===== src/rtl/eq_band_mixer_if.sv =====
// Handshake bundle for eq_band_mixer: band samples and controls in, mixed stereo out.
// The master side drives stimulus; the slave side is the mixer itself.
interface eq_band_mixer_if #(
  parameter int NUM_BANDS = 5,
  parameter int NUM_CH    = 2,
  parameter int DW        = 16,
  parameter int POT_W     = 12
);
  logic [NUM_CH*NUM_BANDS*DW-1:0] band_in;
  logic                           in_vld;
  logic                           in_rdy;
  logic [NUM_BANDS*POT_W-1:0]     POT;
  logic [POT_W-1:0]               VOLUME;
  logic                           mute;
  logic [NUM_CH*DW-1:0]           aud_out;
  logic                           out_vld;
  logic                           out_rdy;
  logic                           clip;
  logic                           clr_clip;

  modport master (
    output band_in, in_vld, POT, VOLUME, mute, out_rdy, clr_clip,
    input  in_rdy, aud_out, out_vld, clip
  );

  modport slave (
    input  band_in, in_vld, POT, VOLUME, mute, out_rdy, clr_clip,
    output in_rdy, aud_out, out_vld, clip
  );
endinterface


===== src/rtl/eq_band_mixer.sv =====
// Graphic-EQ band mixer: per-channel weighted sum of band samples, master volume,
// saturation with a sticky clip flag, all through one shared signed multiplier.
module eq_band_mixer #(
  parameter int NUM_BANDS = 5,
  parameter int NUM_CH    = 2,
  parameter int DW        = 16,
  parameter int POT_W     = 12
) (
  input  logic            clk,
  input  logic            rst,
  eq_band_mixer_if.slave  bus
);
  localparam int AW  = DW + 3 + $clog2(NUM_BANDS);
  localparam int PW  = AW + POT_W + 1;
  localparam int BW  = (NUM_BANDS > 1) ? $clog2(NUM_BANDS) : 1;
  localparam int CHW = (NUM_CH > 1) ? $clog2(NUM_CH) : 1;
  localparam int NS  = NUM_CH * NUM_BANDS;
  localparam logic signed [PW-1:0] SAT_HI = PW'((2 ** (DW - 1)) - 1);
  localparam logic signed [PW-1:0] SAT_LO = ~SAT_HI;

  typedef enum logic [1:0] {IDLE, ACCUM, VOL, OUT} state_t;

  state_t                  state_q, state_d;
  logic [BW-1:0]           band_q, band_d;
  logic [CHW-1:0]          ch_q, ch_d;
  logic [CHW-1:0]          store_ch_q, store_ch_d;
  logic                    store_pend_q, store_pend_d;
  logic signed [DW-1:0]    samp_q [NS];
  logic signed [DW-1:0]    samp_d [NS];
  logic [POT_W-1:0]        pot_q [NUM_BANDS];
  logic [POT_W-1:0]        pot_d [NUM_BANDS];
  logic [POT_W-1:0]        vol_q, vol_d;
  logic                    mute_q, mute_d;
  logic signed [AW-1:0]    acc_q, acc_d;
  logic signed [PW-1:0]    vprod_q, vprod_d;
  logic signed [DW-1:0]    aud_q [NUM_CH];
  logic signed [DW-1:0]    aud_d [NUM_CH];
  logic                    out_vld_q, out_vld_d;
  logic                    clip_q, clip_d;

  logic signed [DW-1:0]    band_w [NS];
  logic [POT_W-1:0]        pot_w [NUM_BANDS];
  logic signed [AW-1:0]    mul_a;
  logic signed [POT_W:0]   mul_b;
  logic signed [PW-1:0]    prod;
  logic signed [AW-1:0]    term;
  logic signed [PW-1:0]    vsh;
  logic                    clip_set;

  genvar gi;
  generate
    for (gi = 0; gi < NS; gi++) begin : g_band
      assign band_w[gi] = bus.band_in[gi*DW +: DW];
    end
    for (gi = 0; gi < NUM_BANDS; gi++) begin : g_pot
      assign pot_w[gi] = bus.POT[gi*POT_W +: POT_W];
    end
    for (gi = 0; gi < NUM_CH; gi++) begin : g_out
      assign bus.aud_out[gi*DW +: DW] = aud_q[gi];
    end
  endgenerate

  assign bus.in_rdy  = (state_q == IDLE);
  assign bus.out_vld = out_vld_q;
  assign bus.clip    = clip_q;

  // Single multiplier: band gain while accumulating, master volume in VOL.
  always_comb begin
    if (state_q == VOL) begin
      mul_a = acc_q;
      mul_b = {1'b0, vol_q};
    end else begin
      mul_a = AW'(samp_q[int'(ch_q) * NUM_BANDS + int'(band_q)]);
      mul_b = {1'b0, pot_q[band_q]};
    end
    prod = PW'(mul_a) * PW'(mul_b);
    term = AW'(prod >>> (POT_W - 2));
  end

  // Volume product is registered; the scaled result lands one cycle after VOL.
  assign vsh = vprod_q >>> POT_W;

  always_comb begin
    state_d      = state_q;
    band_d       = band_q;
    ch_d         = ch_q;
    store_ch_d   = store_ch_q;
    store_pend_d = 1'b0;
    samp_d       = samp_q;
    pot_d        = pot_q;
    vol_d        = vol_q;
    mute_d       = mute_q;
    acc_d        = acc_q;
    vprod_d      = vprod_q;
    aud_d        = aud_q;
    out_vld_d    = out_vld_q;
    clip_set     = 1'b0;

    if (store_pend_q) begin
      if (mute_q) begin
        aud_d[store_ch_q] = '0;
      end else if (vsh > SAT_HI) begin
        aud_d[store_ch_q] = DW'(SAT_HI);
        clip_set          = 1'b1;
      end else if (vsh < SAT_LO) begin
        aud_d[store_ch_q] = DW'(SAT_LO);
        clip_set          = 1'b1;
      end else begin
        aud_d[store_ch_q] = DW'(vsh);
      end
    end

    case (state_q)
      IDLE: begin
        if (bus.in_vld) begin
          samp_d  = band_w;
          pot_d   = pot_w;
          vol_d   = bus.VOLUME;
          mute_d  = bus.mute;
          acc_d   = '0;
          band_d  = '0;
          ch_d    = '0;
          state_d = ACCUM;
        end
      end
      ACCUM: begin
        acc_d = acc_q + term;
        if (band_q == BW'(NUM_BANDS - 1)) begin
          band_d  = '0;
          state_d = VOL;
        end else begin
          band_d = band_q + 1'b1;
        end
      end
      VOL: begin
        vprod_d      = prod;
        acc_d        = '0;
        store_pend_d = 1'b1;
        store_ch_d   = ch_q;
        if (ch_q == CHW'(NUM_CH - 1)) begin
          state_d = OUT;
        end else begin
          ch_d    = ch_q + 1'b1;
          state_d = ACCUM;
        end
      end
      OUT: begin
        if (store_pend_q) begin
          out_vld_d = 1'b1;
        end else if (out_vld_q && bus.out_rdy) begin
          out_vld_d = 1'b0;
          state_d   = IDLE;
        end
      end
      default: state_d = IDLE;
    endcase

    clip_d = clip_set | (clip_q & ~bus.clr_clip);
  end

  always_ff @(posedge clk) begin
    if (rst) begin
      state_q      <= IDLE;
      band_q       <= '0;
      ch_q         <= '0;
      store_ch_q   <= '0;
      store_pend_q <= 1'b0;
      samp_q       <= '{default: '0};
      pot_q        <= '{default: '0};
      vol_q        <= '0;
      mute_q       <= 1'b0;
      acc_q        <= '0;
      vprod_q      <= '0;
      aud_q        <= '{default: '0};
      out_vld_q    <= 1'b0;
      clip_q       <= 1'b0;
    end else begin
      state_q      <= state_d;
      band_q       <= band_d;
      ch_q         <= ch_d;
      store_ch_q   <= store_ch_d;
      store_pend_q <= store_pend_d;
      samp_q       <= samp_d;
      pot_q        <= pot_d;
      vol_q        <= vol_d;
      mute_q       <= mute_d;
      acc_q        <= acc_d;
      vprod_q      <= vprod_d;
      aud_q        <= aud_d;
      out_vld_q    <= out_vld_d;
      clip_q       <= clip_d;
    end
  end
endmodule


===== src/flat_wrapper.sv =====
// flat-port wrapper written by rule: the top's interface ports become plain ports
module eq_band_mixer_flat 
#(
  parameter int NUM_BANDS = 5,
  parameter int NUM_CH    = 2,
  parameter int DW        = 16,
  parameter int POT_W     = 12
)
  (clk, rst, bus_band_in, bus_in_vld, bus_POT, bus_VOLUME, bus_mute, bus_out_rdy, bus_clr_clip, bus_in_rdy, bus_aud_out, bus_out_vld, bus_clip);
  eq_band_mixer_if #(.NUM_BANDS(NUM_BANDS), .NUM_CH(NUM_CH), .DW(DW), .POT_W(POT_W)) bus_i ();
  input  logic clk;
  input  logic rst;
  input wire logic [$bits(bus_i.band_in)-1:0] bus_band_in;
  input wire logic [$bits(bus_i.in_vld)-1:0] bus_in_vld;
  input wire logic [$bits(bus_i.POT)-1:0] bus_POT;
  input wire logic [$bits(bus_i.VOLUME)-1:0] bus_VOLUME;
  input wire logic [$bits(bus_i.mute)-1:0] bus_mute;
  input wire logic [$bits(bus_i.out_rdy)-1:0] bus_out_rdy;
  input wire logic [$bits(bus_i.clr_clip)-1:0] bus_clr_clip;
  output wire logic [$bits(bus_i.in_rdy)-1:0] bus_in_rdy;
  output wire logic [$bits(bus_i.aud_out)-1:0] bus_aud_out;
  output wire logic [$bits(bus_i.out_vld)-1:0] bus_out_vld;
  output wire logic [$bits(bus_i.clip)-1:0] bus_clip;
  assign bus_i.band_in = bus_band_in;
  assign bus_i.in_vld = bus_in_vld;
  assign bus_i.POT = bus_POT;
  assign bus_i.VOLUME = bus_VOLUME;
  assign bus_i.mute = bus_mute;
  assign bus_i.out_rdy = bus_out_rdy;
  assign bus_i.clr_clip = bus_clr_clip;
  assign bus_in_rdy = bus_i.in_rdy;
  assign bus_aud_out = bus_i.aud_out;
  assign bus_out_vld = bus_i.out_vld;
  assign bus_clip = bus_i.clip;
  eq_band_mixer #(.NUM_BANDS(NUM_BANDS), .NUM_CH(NUM_CH), .DW(DW), .POT_W(POT_W)) u_core (.clk(clk), .rst(rst), .bus(bus_i));
endmodule

===== config.mk =====
export PLATFORM = sky130hd
export DESIGN_NAME = eq_band_mixer_flat
export DESIGN_NICKNAME = d
export VERILOG_FILES = /design/src/rtl/eq_band_mixer_if.sv /design/src/rtl/eq_band_mixer.sv /design/src/flat_wrapper.sv
export SDC_FILE = /design/constraint.sdc
export NUM_CORES = 2
export LEC_CHECK = 0
export BUFFER_PORTS_ARGS = -buffer_cell sky130_fd_sc_hd__buf_4
export CAP_MARGIN = 20
export CORE_MARGIN = 2
export CORE_UTILIZATION = 53
export DETAILED_ROUTE_END_ITERATION = 10
export PLACE_DENSITY = 0.8
export SLEW_MARGIN = 0
export SYNTH_ARGS = -nofsm -noshare
export SYNTH_HDL_FRONTEND = slang
export SYNTH_SLANG_ARGS = --single-unit

===== constraint.sdc =====
create_clock -name clk -period 16.8 [get_ports clk]
set_clock_uncertainty 0.2 [all_clocks]
set_input_delay 2.52 -clock clk [delete_from_list [all_inputs] [get_ports clk]]
set_output_delay 2.52 -clock clk [all_outputs]
set_load 0.02 [all_outputs]

==> flow_summary.ini <==
[yosys]
synth_edf_count = 0
syn_nets = 3473
ys_warn_count = 0
syn_inst = 2893
ys_top_cells_by_area = dfxtp_1 (27%), fa_1 (20%), nand2_1 (11%), a21oi_1 (7.8%), ha_1 (5.5%)
ys_async_sr_fraction_pct = 0
yosysSeqAreaShare_pct = 27.26
avgSynthCellArea_um2 = 8.123
ys_ff_latch = 320
synth-main-ff-cell = dfxtp_1
ys_types = 62
yosys.area.top_type = dfxtp_1
synth_top_area_share_pct = 27.26
synth_area_um2 = 23500

[timing]
fmax_mhz = 93.62
finalSetupTns_ns = 0
report.final.slew_viol_count = 0
fin_ws_ns = 6.119
period_needed_ns = 10.68
period_share_pct = 63.58
finalSetupViolCount = 0
whs_ns = 0.2502
max_slew_margin_pct = 23.95
rsz0062_at_grt = no
worstMarginPinSlew_ns = 1.141
hold_viol = 0

[layout]
fin_util_pct = 61.18
fill_cells = 3712
ff_latch_area_um2 = 6406
multiInputGateArea_um2 = 15230
final_common_cell = nand2_1
area_growth_pct = 14.63
drive_gt1_share_pct = 13.44
final_cells = 3673
final_cell_mix = nand2_1 (693), a21oi_1 (364), inv_1 (336)
fin_nets = 3640

[floorplanning]
core_um2 = 44030
die_w_um = 214.6
pin_count = 273
rows = 77
chipHeight_um = 214.6
die-area_um2 = 46040
start_util_pct = 53.37

[route]
drt-pass1-iter-count = 6
drtIter0Drc = 1846
vias_per_cell = 5.677
vias = 20850
ant_nets = 0
wl_met3_mm = 5.875
wl_met2_mm = 32.53
met1_length_mm = 26.12
drt-wirelength-per-cell_um = 18.41
top_layer = met4
drt_wl_total_mm = 67.64
drc_errors = 0

[power]
p_leak_nw = 11.88
power.density_nw_per_um2 = 96.83
clock_power_share_pct = 26.2
seqPwrFrac_pct = 33.0
swShare_pct = 38.44
p_comb_share_pct = 40.8
internal_power_w = 0.001606
switchingPower_w = 0.001003
ir_drop_mv = 0.08514

[clock_tree]
postCtsHoldBufs = 0
htreeDepth = 1
cts_made_buffers = 31
cts_sinks = 320
post_cts_buffers = 0
cts_resized = 0
path_clk_slew_ns = 0.07
insertion_delay_ns = 0.59
clk_path_buf_depth = 3
cts_tree = built
root_buffer = clkbuf_16

[worst_hold_path]
hold_path_class = flop to flop

[run]
maxCapViolations = 0

[place]
routabilityCongestion = 0.9423
place_hpwl_mm = 51.27
place_ws_ns = 6.283
port-buffer-count = 272
dp.cells = 3614

[critical_path]
cpMostUsedCell = fa_1
path_max_fanout = 27
startpoint_type = flop
critical_path_class = flop to flop
critPathRequiredTime_ns = 17.10
crit_arrival_ns = 10.98
crit_slowest_cell = ha_1
slowest_delay_ns = 0.61
worst_setup_path_end_kind = flop

[status]
status = complete, no violations

[global_route]
grtUsageTotal_pct = 29.10
grt_max_degree = 130
antenna_found_initial = 1
grt_remaining_overflow = 0
grt_pass1_vias = 21289
grt_pass1_wl_mm = 108.4
==> sequential cells by signal (all words and copies together), names as in the netlist <==
signal / flops
u_core.pot_q: 60
u_core.store_pend_q: 1
u_core.acc_q: 22
u_core.bus.aud_out: 32
u_core.samp_q: 160
u_core.bus.clip: 1
u_core.store_ch_q: 1
u_core.state_q: 2
u_core.band_q: 3
u_core.vprod_q: 23
u_core.ch_q: 1
u_core.bus.out_vld: 1
u_core.vol_q: 12
u_core.mute_q: 1
==> synth_stat cells, types with 27 or more instances <==
cell type  count
nor2_1       210
nand2b_1      28
mux2i_1       38
ha_1         104
o21ai_0       61
dfxtp_1      320
xnor2_1       27
clkbuf_1     148
inv_1        336
a21oi_1      365
nand2_1      694
fa_1         238
mux4_2        39
==> power by group through the flow <==
| stage | Sequential (W) | Combinational, W | Clock (W) |
|---|---|---|---|
| 5_1_grt | 0.000866 | 0.00118 | 0.000718 |
| 4_1_cts | 0.000859 | 0.00104 | 0.000686 |
| 3_3_place_gp | 0.000873 | 0.000994 | 0 |
| 6_report | 0.000861 | 0.00106 | 0.000684 |
| 3_5_place_dp | 0.000876 | 0.00103 | 0 |
| 2_1_floorplan | 0.000860 | 0.000740 | 0 |
==> worst max-delay path: cells and delay by family, from the launching register on <==
| family | cells | cell delay (ns) |
|---|---|---|
| buffers and inverters | 5 | 0.68 |
| and+or+nand+nor | 11 | 2.30 |
| adders and majority gates | 9 | 3.95 |
| AOI/OAI and AO/OA | 10 | 2.52 |
| DFF | 1 | 0.38 |
| muxes | 1 | 0.41 |
| xor gates and xnor gates | 1 | 0.15 |
==> cell type report <==
cell class | count | area share (%)
timing repair buffer | 299 | 8.565
inverter | 336 | 4.682
antenna | 1 | 0.009290
tap | 592 | 2.750
clock inverter | 7 | 0.2369
multi-input combinational | 2072 | 56.55
sequential | 320 | 23.78
clock buffer | 46 | 3.423
==> cells by family after synthesis <==
group / synth area share (%)
simple gates: 17.85
compound gates: 14.04
xor+xnor: 1.528
fa+ha+maj: 25.81
mux: 5.404
buf+inv: 8.099
flops: 27.26
==> metal layers <==
metal / track usage [%] / vias up
met5: 0 / -
met4: 12.75 / 0
met3: 5.277 / 183
met2: 48.60 / 982
met1: 37.07 / 10060
li1: - / 9625
==> final timing paths <==
| path | from | to | slack [ns] | cells past startpoint |
|---|---|---|---|---|
| max reg2reg | u_core.ch_q$_SDFFE_PP0P_ | u_core.acc_q[21]$_SDFFE_PP0P_ | 6.12 | 37 |
| min reg2reg | u_core.samp_q[56]$_SDFFE_PP0P_ | u_core.samp_q[56]$_SDFFE_PP0P_ | 0.25 | 2 |
| min | u_core.samp_q[56]$_SDFFE_PP0P_ | u_core.samp_q[56]$_SDFFE_PP0P_ | 0.25 | 2 |
| max | u_core.ch_q$_SDFFE_PP0P_ | u_core.acc_q[21]$_SDFFE_PP0P_ | 6.12 | 37 |
==> metrics by stage <==
stage	power, W	cell area (um^2)
global route	0.002760	26930
CTS	0.002586	26840
finish	0.002608	26940
floorplan	0.001600	23500
global placement	0.001867	25860
detailed placement	0.001902	25860
Note: power is estimated with default switching activity, not from simulation.
